$ cat src/rtl/sram_arbiter.sv
// rtl/sram_arbiter.sv - two-port arbiter and strobe sequencer for the external async SRAM
// Optional macro SRAM_ARB_FIXED_PRIO_EN: port 0 always wins ties (default round-robin).
module sram_arbiter #(
    parameter int WAIT_CYCLES = 2
) (
    input  logic        clk,
    input  logic        rst,
    input  logic        r0_req,
    input  logic        r0_we,
    input  logic [18:0] r0_adr,
    input  logic [15:0] r0_wdat,
    input  logic        r1_req,
    input  logic        r1_we,
    input  logic [18:0] r1_adr,
    input  logic [15:0] r1_wdat,
    output logic        r0_ack,
    output logic        r1_ack,
    output logic [15:0] rdat,
    output logic        busy,
    output logic [18:0] ADR,
    output logic [15:0] dat_out,
    output logic        dat_oe,
    input  logic [15:0] dat_in,
    output logic        RAMCS,
    output logic        RAMOE,
    output logic        RAMWE
);
    typedef enum logic [1:0] {S_IDLE, S_ACCESS, S_END} state_t;

    localparam logic [3:0] CNT_LOAD = 4'(WAIT_CYCLES - 1);

    state_t      state_q, state_d;
    logic [3:0]  cnt_q, cnt_d;
    logic        we_q, we_d;
    logic        gnt1_q, gnt1_d;
    logic        last_grant_q, last_grant_d;
    logic [18:0] adr_q, adr_d;
    logic [15:0] dat_out_q, dat_out_d;
    logic        dat_oe_q, dat_oe_d;
    logic        cs_q, cs_d;
    logic        oe_q, oe_d;
    logic        wen_q, wen_d;
    logic        ack0_q, ack0_d;
    logic        ack1_q, ack1_d;
    logic [15:0] rdat_q, rdat_d;
    logic        pick1;
    logic        sel_we;

    always_comb begin
        state_d      = state_q;
        cnt_d        = cnt_q;
        we_d         = we_q;
        gnt1_d       = gnt1_q;
        last_grant_d = last_grant_q;
        adr_d        = adr_q;
        dat_out_d    = dat_out_q;
        dat_oe_d     = dat_oe_q;
        cs_d         = cs_q;
        oe_d         = oe_q;
        wen_d        = wen_q;
        ack0_d       = 1'b0;
        ack1_d       = 1'b0;
        rdat_d       = rdat_q;
`ifdef SRAM_ARB_FIXED_PRIO_EN
        pick1        = r1_req && !r0_req;
`else
        // On a tie, the port that did not win last time is served.
        pick1        = r1_req && (!r0_req || !last_grant_q);
`endif
        sel_we       = pick1 ? r1_we : r0_we;

        case (state_q)
            S_IDLE: begin
                if (r0_req || r1_req) begin
                    gnt1_d       = pick1;
                    last_grant_d = pick1;
                    we_d         = sel_we;
                    adr_d        = pick1 ? r1_adr : r0_adr;
                    if (sel_we) begin
                        dat_out_d = pick1 ? r1_wdat : r0_wdat;
                    end
                    cnt_d    = CNT_LOAD;
                    cs_d     = 1'b0;
                    oe_d     = sel_we;
                    wen_d    = !sel_we;
                    dat_oe_d = sel_we;
                    state_d  = S_ACCESS;
                end
            end
            S_ACCESS: begin
                if (cnt_q == 4'd0) begin
                    if (!we_q) begin
                        rdat_d = dat_in;
                    end
                    // Strobes rise here; ADR and write data stay for one hold cycle.
                    cs_d    = 1'b1;
                    oe_d    = 1'b1;
                    wen_d   = 1'b1;
                    ack0_d  = !gnt1_q;
                    ack1_d  = gnt1_q;
                    state_d = S_END;
                end else begin
                    cnt_d = cnt_q - 4'd1;
                end
            end
            S_END: begin
                dat_oe_d = 1'b0;
                state_d  = S_IDLE;
            end
            default: state_d = S_IDLE;
        endcase
    end

    always_ff @(posedge clk) begin
        if (rst) begin
            state_q      <= S_IDLE;
            cnt_q        <= 4'd0;
            we_q         <= 1'b0;
            gnt1_q       <= 1'b0;
            last_grant_q <= 1'b1;
            adr_q        <= 19'd0;
            dat_out_q    <= 16'd0;
            dat_oe_q     <= 1'b0;
            cs_q         <= 1'b1;
            oe_q         <= 1'b1;
            wen_q        <= 1'b1;
            ack0_q       <= 1'b0;
            ack1_q       <= 1'b0;
            rdat_q       <= 16'd0;
        end else begin
            state_q      <= state_d;
            cnt_q        <= cnt_d;
            we_q         <= we_d;
            gnt1_q       <= gnt1_d;
            last_grant_q <= last_grant_d;
            adr_q        <= adr_d;
            dat_out_q    <= dat_out_d;
            dat_oe_q     <= dat_oe_d;
            cs_q         <= cs_d;
            oe_q         <= oe_d;
            wen_q        <= wen_d;
            ack0_q       <= ack0_d;
            ack1_q       <= ack1_d;
            rdat_q       <= rdat_d;
        end
    end

    assign r0_ack  = ack0_q;
    assign r1_ack  = ack1_q;
    assign rdat    = rdat_q;
    assign busy    = (state_q != S_IDLE);
    assign ADR     = adr_q;
    assign dat_out = dat_out_q;
    assign dat_oe  = dat_oe_q;
    assign RAMCS   = cs_q;
    assign RAMOE   = oe_q;
    assign RAMWE   = wen_q;
endmodule
$ cat config.mk
export PLATFORM = sky130hd
export DESIGN_NAME = sram_arbiter
export DESIGN_NICKNAME = d
export VERILOG_FILES = /design/src/rtl/sram_arbiter.sv
export SDC_FILE = /design/constraint.sdc
export NUM_CORES = 1
export LEC_CHECK = 0
export BUFFER_PORTS_ARGS = -buffer_cell sky130_fd_sc_hd__buf_2
export CAP_MARGIN = 20
export CORE_MARGIN = 4
export CORE_UTILIZATION = 44
export CTS_CLUSTER_SIZE = 20
export DETAILED_ROUTE_END_ITERATION = 6
export PLACE_DENSITY = 0.79
export SYNTH_ARGS = -nofsm -noshare
export SYNTH_HDL_FRONTEND = slang
export SYNTH_SLANG_ARGS = --single-unit
$ cat constraint.sdc
create_clock -name clk -period 2.43 [get_ports clk]
set_clock_uncertainty 0.1 [all_clocks]
set_input_delay 0 -clock clk [delete_from_list [all_inputs] [get_ports clk]]
set_output_delay 0 -clock clk [all_outputs]
set_load 0.01 [all_outputs]
# ---- Word-level counts from Yosys, hierarchy flattened
# Index checks and enable logic that the tools add are counted.
dict set report word_totals {
  reg_bits 66
  word_cells 60
}
dict set report classes {
  n_addsub 1
  eq_ne 5
  n_mux 17
  n_bitwise 3
  n_reduce_logical 20
}
# op count
set ops {}
lappend ops {{$mux 19} 1}
lappend ops {{$mux 16} 1}
lappend ops {{$reduce_and 3->1} 4}
lappend ops {{$mux 4} 2}
lappend ops {{$pmux 1 s2} 4}
lappend ops {{$pmux 4 s2} 1}
lappend ops {{$ne 2x2->1 const B} 3}
lappend ops {{$reduce_and 2->1} 3}
lappend ops {{$reduce_bool 2->1} 3}
lappend ops {{$mux 1} 5}
lappend ops {{$logic_not 1->1} 4}
lappend ops {{$logic_not 4->1} 1}
lappend ops {{$mux 2} 2}
lappend ops {{$pmux 2 s2} 1}
lappend ops {{$sub 4x1->4 const B} 1}
lappend ops {{$not 1->1} 3}
lappend ops {{$reduce_or 3->1} 1}
lappend ops {{$eq 2x1->1 const B} 1}
lappend ops {{$eq 2x2->1 const B} 1}
lappend ops {{$logic_not 2->1} 1}
lappend ops {{$logic_or 1x1->1} 2}
lappend ops {{$logic_and 1x1->1} 1}

# ---- Logic depth before layout (Yosys ltp)
# Gate-level depths: netlist of the first run.
dict set report logic_depth {
  depth_word 7
  mapped_depth 7
  depth_no_buf 6
}

# ---- Least setup slack after synthesis of the first run
# OpenSTA, ideal clock, no wires.
dict set report synth_path {
  kind {reg2reg}
  from {register cnt_q[0]}
  to {register rdat_q[14] (netlist: rdat[14])}
  setup_ps 128
  arrival_ps 1564
  required_time_ps 2202
  path_slack_ps 639
  stages_incl_launch_ff 8
  path_buffers 1
  path_cell_list {dfxtp_1 -> inv_1 -> ha_1 -> nand2b_4 -> nor4_4 -> buf_6 -> mux2i_1 -> nor2_1}
}
dict set report synth_between {
  elab_chain_cells 2
}
# element line
set synth_lines {}
lappend synth_lines {{start, declared} 33} ;# logic [3:0] cnt_q, cnt_d;
lappend synth_lines {{start signal, assigned} 132} ;# cnt_q <= cnt_d;
lappend synth_lines {{$logic_not 4->1} 91} ;# if (cnt_q == 4'd0) begin
lappend synth_lines {{$reduce_and 3->1 (no source line)} --}
lappend synth_lines {{end signal, assigned} 144} ;# rdat_q <= rdat_d;
lappend synth_lines {{end, declared} 45} ;# logic [15:0] rdat_q, rdat_d;
# No other way between the ends.
# A chain may end at the register's enable or synchronous reset.

# ---- Final worst setup path of the first run
dict set report layout_path {
  from {register last_grant_q}
  to {register adr_q[3] (netlist: ADR[3])}
}
dict set report layout_between {
  elab_chain_cells 4
}
# element line
set layout_lines {}
lappend layout_lines {{start, declared} 36} ;# logic last_grant_q, last_grant_d;
lappend layout_lines {{start signal, assigned} 135} ;# last_grant_q <= last_grant_d;
lappend layout_lines {{$logic_not 1->1} 68} ;# pick1 = r1_req && (!r0_req || !last_grant_q);
lappend layout_lines {{$logic_or 1x1->1} 68}
lappend layout_lines {{$logic_and 1x1->1} 68}
lappend layout_lines {{$mux 19} 78} ;# adr_d = pick1 ? r1_adr : r0_adr;
lappend layout_lines {{end signal, assigned} 136} ;# adr_q <= adr_d;
lappend layout_lines {{end, declared} 37} ;# logic [18:0] adr_q, adr_d;
# No other way between the ends.

==> impl_results.md, run 1 <==
* Initial antenna violation count at 0
* Average routed wire per standard cell at 15.7 um
* Layout cells sized above 1 at 34.2%
* Setup violators final at 0
* Asr flop ratio synth at 0%
* Simple-Gate Fraction of Synth Area at 14.4%
* I/O Buffers at between 100 and 150
* Largest family of logic cells by synthesized area: multiplexers
* Synth Area in Compound Gates at 12.1%
* Cells along the critical path: a21boi_4, buf_4, mux2i_1, dlygate4sd3_1, a211oi_1
* DRC viols at 0
* Mapped Nets at 369
* First drt pass iteration count at 4
* Layout Utilization at 77.2%
* Final ANT Viol Nets at 0
* Post-DP HPWL at 5180 um
* Initial Utilization at 45.8%
* Critical Path Start: last_grant_q$_SDFFE_PP1P_
* CTS Root Buffer Type: clkbuf_8
* Global placer's final weighted congestion at 0.798
* Vias in the first global route at about 3.1k
* Fin crit share at 86.5%
* Crit end category: flip-flop
* Dpl ws at 677 ps
* RSZ-0062 raised after global routing: no
* Peak VDD IR at 0.000418 V
* Crit path time final at between 2000 and 2500 ps
* Mapped Area at between 0.002 and 0.003 sq mm
* Num rows at 28
* Hold crit path type: in -> reg
* Synth cell types at 34
* TNS Setup at 0 ps
* Post-synthesis mux area share at 19.3%
* HP Start: rst
* Worst EP arrival at 2220 ps
* Final hold vios at 0
* CTS tree: yes
* Critical path's slowest cell: dlygate4sd3_1
* Fin. max-slew vios at 0
* First-pass GRT wire length at 14500 um
* Final worst slack at 328 ps
* Antenna Diode Count at 0
* Crit path max-delay family: buffers and inverters
* Clk sink count at 66
* Fmax achieved at ~480 MHz
* Required time worst endpoint at 2550 ps
* Max Cap Violations at 0
* Worst-path fanout max at 22
* Total power at 3.19 mW
* Mapped Cells at 275
* Crit-path max cell delay at approximately 570 ps
* Die Wd at 86.7 um
* Total Wirelength at ~9000 um
* WS Path Type: reg -> reg
* Detailed Route Iter0 Violations at 67
* Post-synthesis sequential area ratio at 48.5%
* Cell Area, Placed at between 0.003 and 0.004 sq mm
* Setup Fix Bufs, Post-CTS at 0
* Aggregate global-route resource usage at 24.8%
* Power per cell area at slightly below 700 mW/mm^2
* Reg2Reg Launch Point: last_grant_q$_SDFFE_PP1P_
* Hold depth at 2
* Worst path bufs/invs at 2
* Syn_area_per_cell at approximately 9.9 sq um
* Die Height at 86.7 um
* Worst-case reg-to-reg path depth at 5
* Total die area at between 0.007 and 0.008 sq mm
* H-tree depth at 3
* Synth Register Bits at 66
* CP Launch Type: flip-flop
* Top_reg_cell synth: dfxtp_1
* Synth warn at 0
* Via density at 4.99
* Clock tree buffer depth at 2
* Static leakage at 2.13 nW
* CTS clk-pin slew, worst paths at roughly 80 ps
* Met3 Wirelength at 723 um
* Largest net degree at the start of global routing at 43
* Slew margin rel. at 51.1%
* Post-CTS sizing at 0
* IO Count at 150
* Highest routed layer: met4
* Metal2 WL at roughly 4700 um
* Xor/xnor share of the synthesized area at less than 1%
* Worst-Skew Late Latency at about 330 ps
* Outcome: completed
* Post-synth EDFFs at 0
* P&R area growth vs syn at 68.7%
* Met1 wire length at 3540 um
* Design Area, Final at 0.00460 sq mm
* Core area at 0.00596 sq mm
* Final global-route overflow total at 0
* Worst-Margin Slew at about 730 ps
* Nets at 600
* Crit. path cell count at 5
* Vias at 2926
* Clock buffer count from CTS at 9
* Post-synthesis adder-cell area fraction at 0.918%
-- logic make-up (layout without fill, tap and decap cells) --
group | Yosys count | after routing
flip-flops | 66 | 66
adder cells (fa/ha/maj) | 2 | 2
XOR/XNOR | 2 | 2
multiplexers | 52 | 52
AND/OR/NAND/NOR | 84 | 84
buffers and inverters | 22 | 258
AO/OA/AOI/OAI | 47 | 47
-- worst paths after layout --
kind | slack (ps) | to
hold reg to reg | 340 | RAMCS$_SDFFE_PP1P_
setup reg to reg | 330 | ADR[3]$_SDFFE_PP0P_
setup / recovery | 330 | ADR[3]$_SDFFE_PP0P_
hold / removal | 110 | rdat[7]$_SDFFE_PP0P_
-- flip-flops by register name, summed over array words and instances, names as in the netlist --
signal	cells
ADR	19
RAMCS	1
RAMOE	1
RAMWE	1
cnt_q	4
dat_oe	1
dat_out	16
gnt1_q	1
last_grant_q	1
r0_ack	1
r1_ack	1
rdat	16
state_q	2
we_q	1
-- final cells by class --
| type | count | area [sq um] |
|---|---|---|
| multi-input cells | 187 | 1300 |
| inverters | 2 | 7.51 |
| clock buffers | 10 | 128 |
| fillers | 408 | 1360 |
| flip-flops and latches | 66 | 1320 |
| clock inverters | 6 | 91.3 |
| well taps | 75 | 93.8 |
| repair buffers | 240 | 1660 |
-- layer usage --
metal  global-route usage (%)  up-vias
met4                     12.2        0
li1                         -     1437
met1                     26.5     1323
met5                        0        -
met3                     6.46       27
met2                     44.7      139
-- report_power, final --
part | leakage (nW) | total, mW | internal, mW | switching, mW
Sequential | 0.543 | 1.30 | 1.22 | 0.0777
Combinational | 1.48 | 0.886 | 0.445 | 0.441
Clock | 0.0987 | 1.00 | 0.579 | 0.425
-- cells in the final DEF (no fill, tap or decap), types with 2 or more instances in the layout --
cell           instances
buf_2                149
dlygate4sd3_1         86
dfxtp_1               66
nor2_1                56
mux2i_1               51
a211oi_1              35
clkbuf_8               9
a21oi_1                7
nand2_1                7
nor3_1                 4
buf_4                  4
nor2b_1                3
clkinvlp_4             3
inv_1                  2
o21ai_0                2
xor2_1                 2
ha_1                   2
bufinv_16              2
-- stage by stage --
| step | instances | hold slack (ps) |
|---|---|---|
| floorplan | 275 | 47.2 |
| global placement | 484 | 131 |
| detailed placement | 484 | 146 |
| CTS | 586 | 87.7 |
| global route | 586 | 122 |
| finish | 586 | 109 |
-- Yosys cell counts (all sizes together) (2+ instances only) --
library cell  count  area, sq um
clkbuf           10         37.5
a21oi             7         35.0
o21ai             2         10.0
dfxtp            66         1320
nand2             7         26.3
buf              10         68.8
xor2              2         17.5
nor2b             3         18.8
nand2b            2         20.0
mux2i            51          510
a211oi           35          263
nor2             57          216
nor3              4         20.0
or2               3         18.8
ha                2         25.0
inv               2         7.51
-- worst register-to-register path, stage by stage (launching register included) --
cell and delay [ps]:
dfxtp_1 340, a21boi_4 180, buf_4 370, mux2i_1 140, dlygate4sd3_1 570, a211oi_1 290
-- timing repair --
action,CTS,global route
hold buffers,86,0
setup endpoints to repair,0,0
hold endpoints to repair,51,0
Power figures use the tool's default switching activity.
==> run 2: changes to the inputs <==
--- a/config.mk
+++ b/config.mk
@@ -11,7 +11,7 @@
 export CORE_UTILIZATION = 44
 export CTS_CLUSTER_SIZE = 20
 export DETAILED_ROUTE_END_ITERATION = 6
-export PLACE_DENSITY = 0.79
+export PLACE_DENSITY_LB_ADDON = 0.3
 export SYNTH_ARGS = -nofsm -noshare
 export SYNTH_HDL_FRONTEND = slang
 export SYNTH_SLANG_ARGS = --single-unit
==> impl_results.md, run 2 (synthesized netlist as in run 1, its figures left out) <==
* Outcome: completed
* Area of the multi-input gates at about 0.0013 sq mm
* TNS Setup at 0 ps
* Final worst slack at 320 ps
* Reg area at 0.00132 sq mm
* P&R area growth vs syn at 69.8%
* Worst EP arrival at 2210 ps
* WHS at roughly 120 ps
* Clock tree buffer depth at 2
* Clk sink count at 66
* Hold crit path type: in -> reg
* Die Height at 86.7 um
* Worst-path fanout max at 19
* Power per cell area at 715 mW/mm^2
* Fin. max-slew vios at 0
* Crit path time final at 2110 ps
* Filler Cell Count at between 400 and 500
* Largest net degree at the start of global routing at 43
* Initial antenna violation count at 0
* Internal power at 2.40 mW
* Die Wd at 86.7 um
* Via density at approximately 5.0
* Global placer's final weighted congestion at 0.744
* Antenna Diode Count at 0
* Slew margin rel. at 52.0%
* Total die area at around 0.0075 sq mm
* Clock share of power at around a third
* HP Start: rst
* Num rows at 28
* Reg2Reg Launch Point: last_grant_q$_SDFFE_PP1P_
* Layout cells sized above 1 at 34.6%
* Combinational fraction of design power at 26.7%
* Critical path's slowest cell: dlygate4sd3_1
* First-pass GRT wire length at 14300 um
* Post-DP HPWL at between 4000 and 5000 um
* Critical Path Start: last_grant_q$_SDFFE_PP1P_
* Total Wirelength at 9150 um
* CP Launch Type: flip-flop
* Peak VDD IR at about 0.00058 V
* Cell Area, Placed at between 0.003 and 0.004 sq mm
* First drt pass iteration count at 4
* Worst-Skew Late Latency at 320 ps
* Average routed wire per standard cell at 15.6 um
* Max reg flops at 19
* Layout Utilization at 77.7%
* Vias at about 2.9k
* CTS tree: yes
* Dpl ws at 685 ps
* Crit end category: flip-flop
* Flop pwr share at 39.1%
* Initial Utilization at 45.8%
* I/O Buffers at 149
* DRC viols at 0
* Nets at about 600
* H-tree depth at 3
* Aggregate global-route resource usage at about a quarter
* Crit-path max cell delay at 580 ps
* Cells along the critical path: a21boi_4, buf_4, mux2i_1, dlygate4sd3_1, a211oi_1
* Final global-route overflow total at 0
* CTS clk-pin slew, worst paths at 70 ps
* Vias in the first global route at 3025
* Max Cap Violations at 0
* RSZ-0062 raised after global routing: no
* Static leakage at about 2.2 nW
* Net Sw Frac at about 28%
* Fmax achieved at 474 MHz
* Core area at 0.00596 sq mm
* Detailed Route Iter0 Violations at 105
* WS Path Type: reg -> reg
* IO Count at 150
* Worst-Margin Slew at 720 ps
* Final hold vios at 0
* Fin crit share at 86.8%
* Psw at ~910 uW
* Final ANT Viol Nets at 0
* Design Area, Final at 0.00463 sq mm
* Commonest non-fill, non-tap cell in the layout: buf_2
* CTS Root Buffer Type: clkbuf_8
* Setup Fix Bufs, Post-CTS at 0
* Most frequent cells in the layout: buf_2 (149), dlygate4sd3_1 (86), dfxtp_1 (66), nor2_1 (56), mux2i_1 (51)
* Required time worst endpoint at 2530 ps
* Clock buffer count from CTS at 9
* Setup violators final at 0
## run 2: critical path, delay by kind of cell, from the launching register on
kind                   cells  cell delay [ps]
flip-flops                 1              340
buffers and inverters      2              920
AO/OA/AOI/OAI              2              500
multiplexers               1              120
## run 2: repair_timing
| item | 4_1_cts | 5_1_grt |
|---|---|---|
| endpoints found under the hold margin | 51 | 0 |
| hold buffers | 86 | 0 |
| gates resized for setup | 0 | 0 |
## run 2: power by group through the flow
stage                     Combinational (mW)  Clock, mW  Sequential, mW
after global placement                 0.702          0            1.31
final                                  0.884       1.13            1.29
after detailed placement               0.720          0            1.31
after global routing                   0.967       1.20            1.31
after floorplan                        0.404          0            1.37
after CTS                              0.861       1.15            1.29
## run 2: final cells by class
cell class | instances | share of cell area, %
timing repair buffer | 241 | 35.7
inverter | 2 | 0.162
sequential | 66 | 28.5
tap | 75 | 2.03
clock buffer | 11 | 3.27
multi-input combinational | 187 | 28.1
clock inverter | 5 | 2.16
## run 2: metal layers
layer	share of wire [%]	vias up	GRT usage (%)	wire length, um
met1	38	1361	26.5	3510
met3	7.3	18	6.46	671
met5	0	-	0	0
li1	-	1435	-	-
met2	52	124	44.5	4770
met4	2.3	0	9.63	210
## run 2: stage by stage
step / cells / power (mW)
after floorplan: 275 / 1.77
after global placement: 485 / 2.01
after detailed placement: 485 / 2.03
after CTS: 587 / 3.30
after global routing: 587 / 3.48
final: 587 / 3.31
## run 2: worst paths after layout
path,to,slack [ps],cells after the start
max,ADR[18]$_SDFFE_PP0P_,320,5
min reg2reg,RAMCS$_SDFFE_PP1P_,340,2
min,rdat[10]$_SDFFE_PP0P_,120,2
max reg2reg,ADR[18]$_SDFFE_PP0P_,320,5
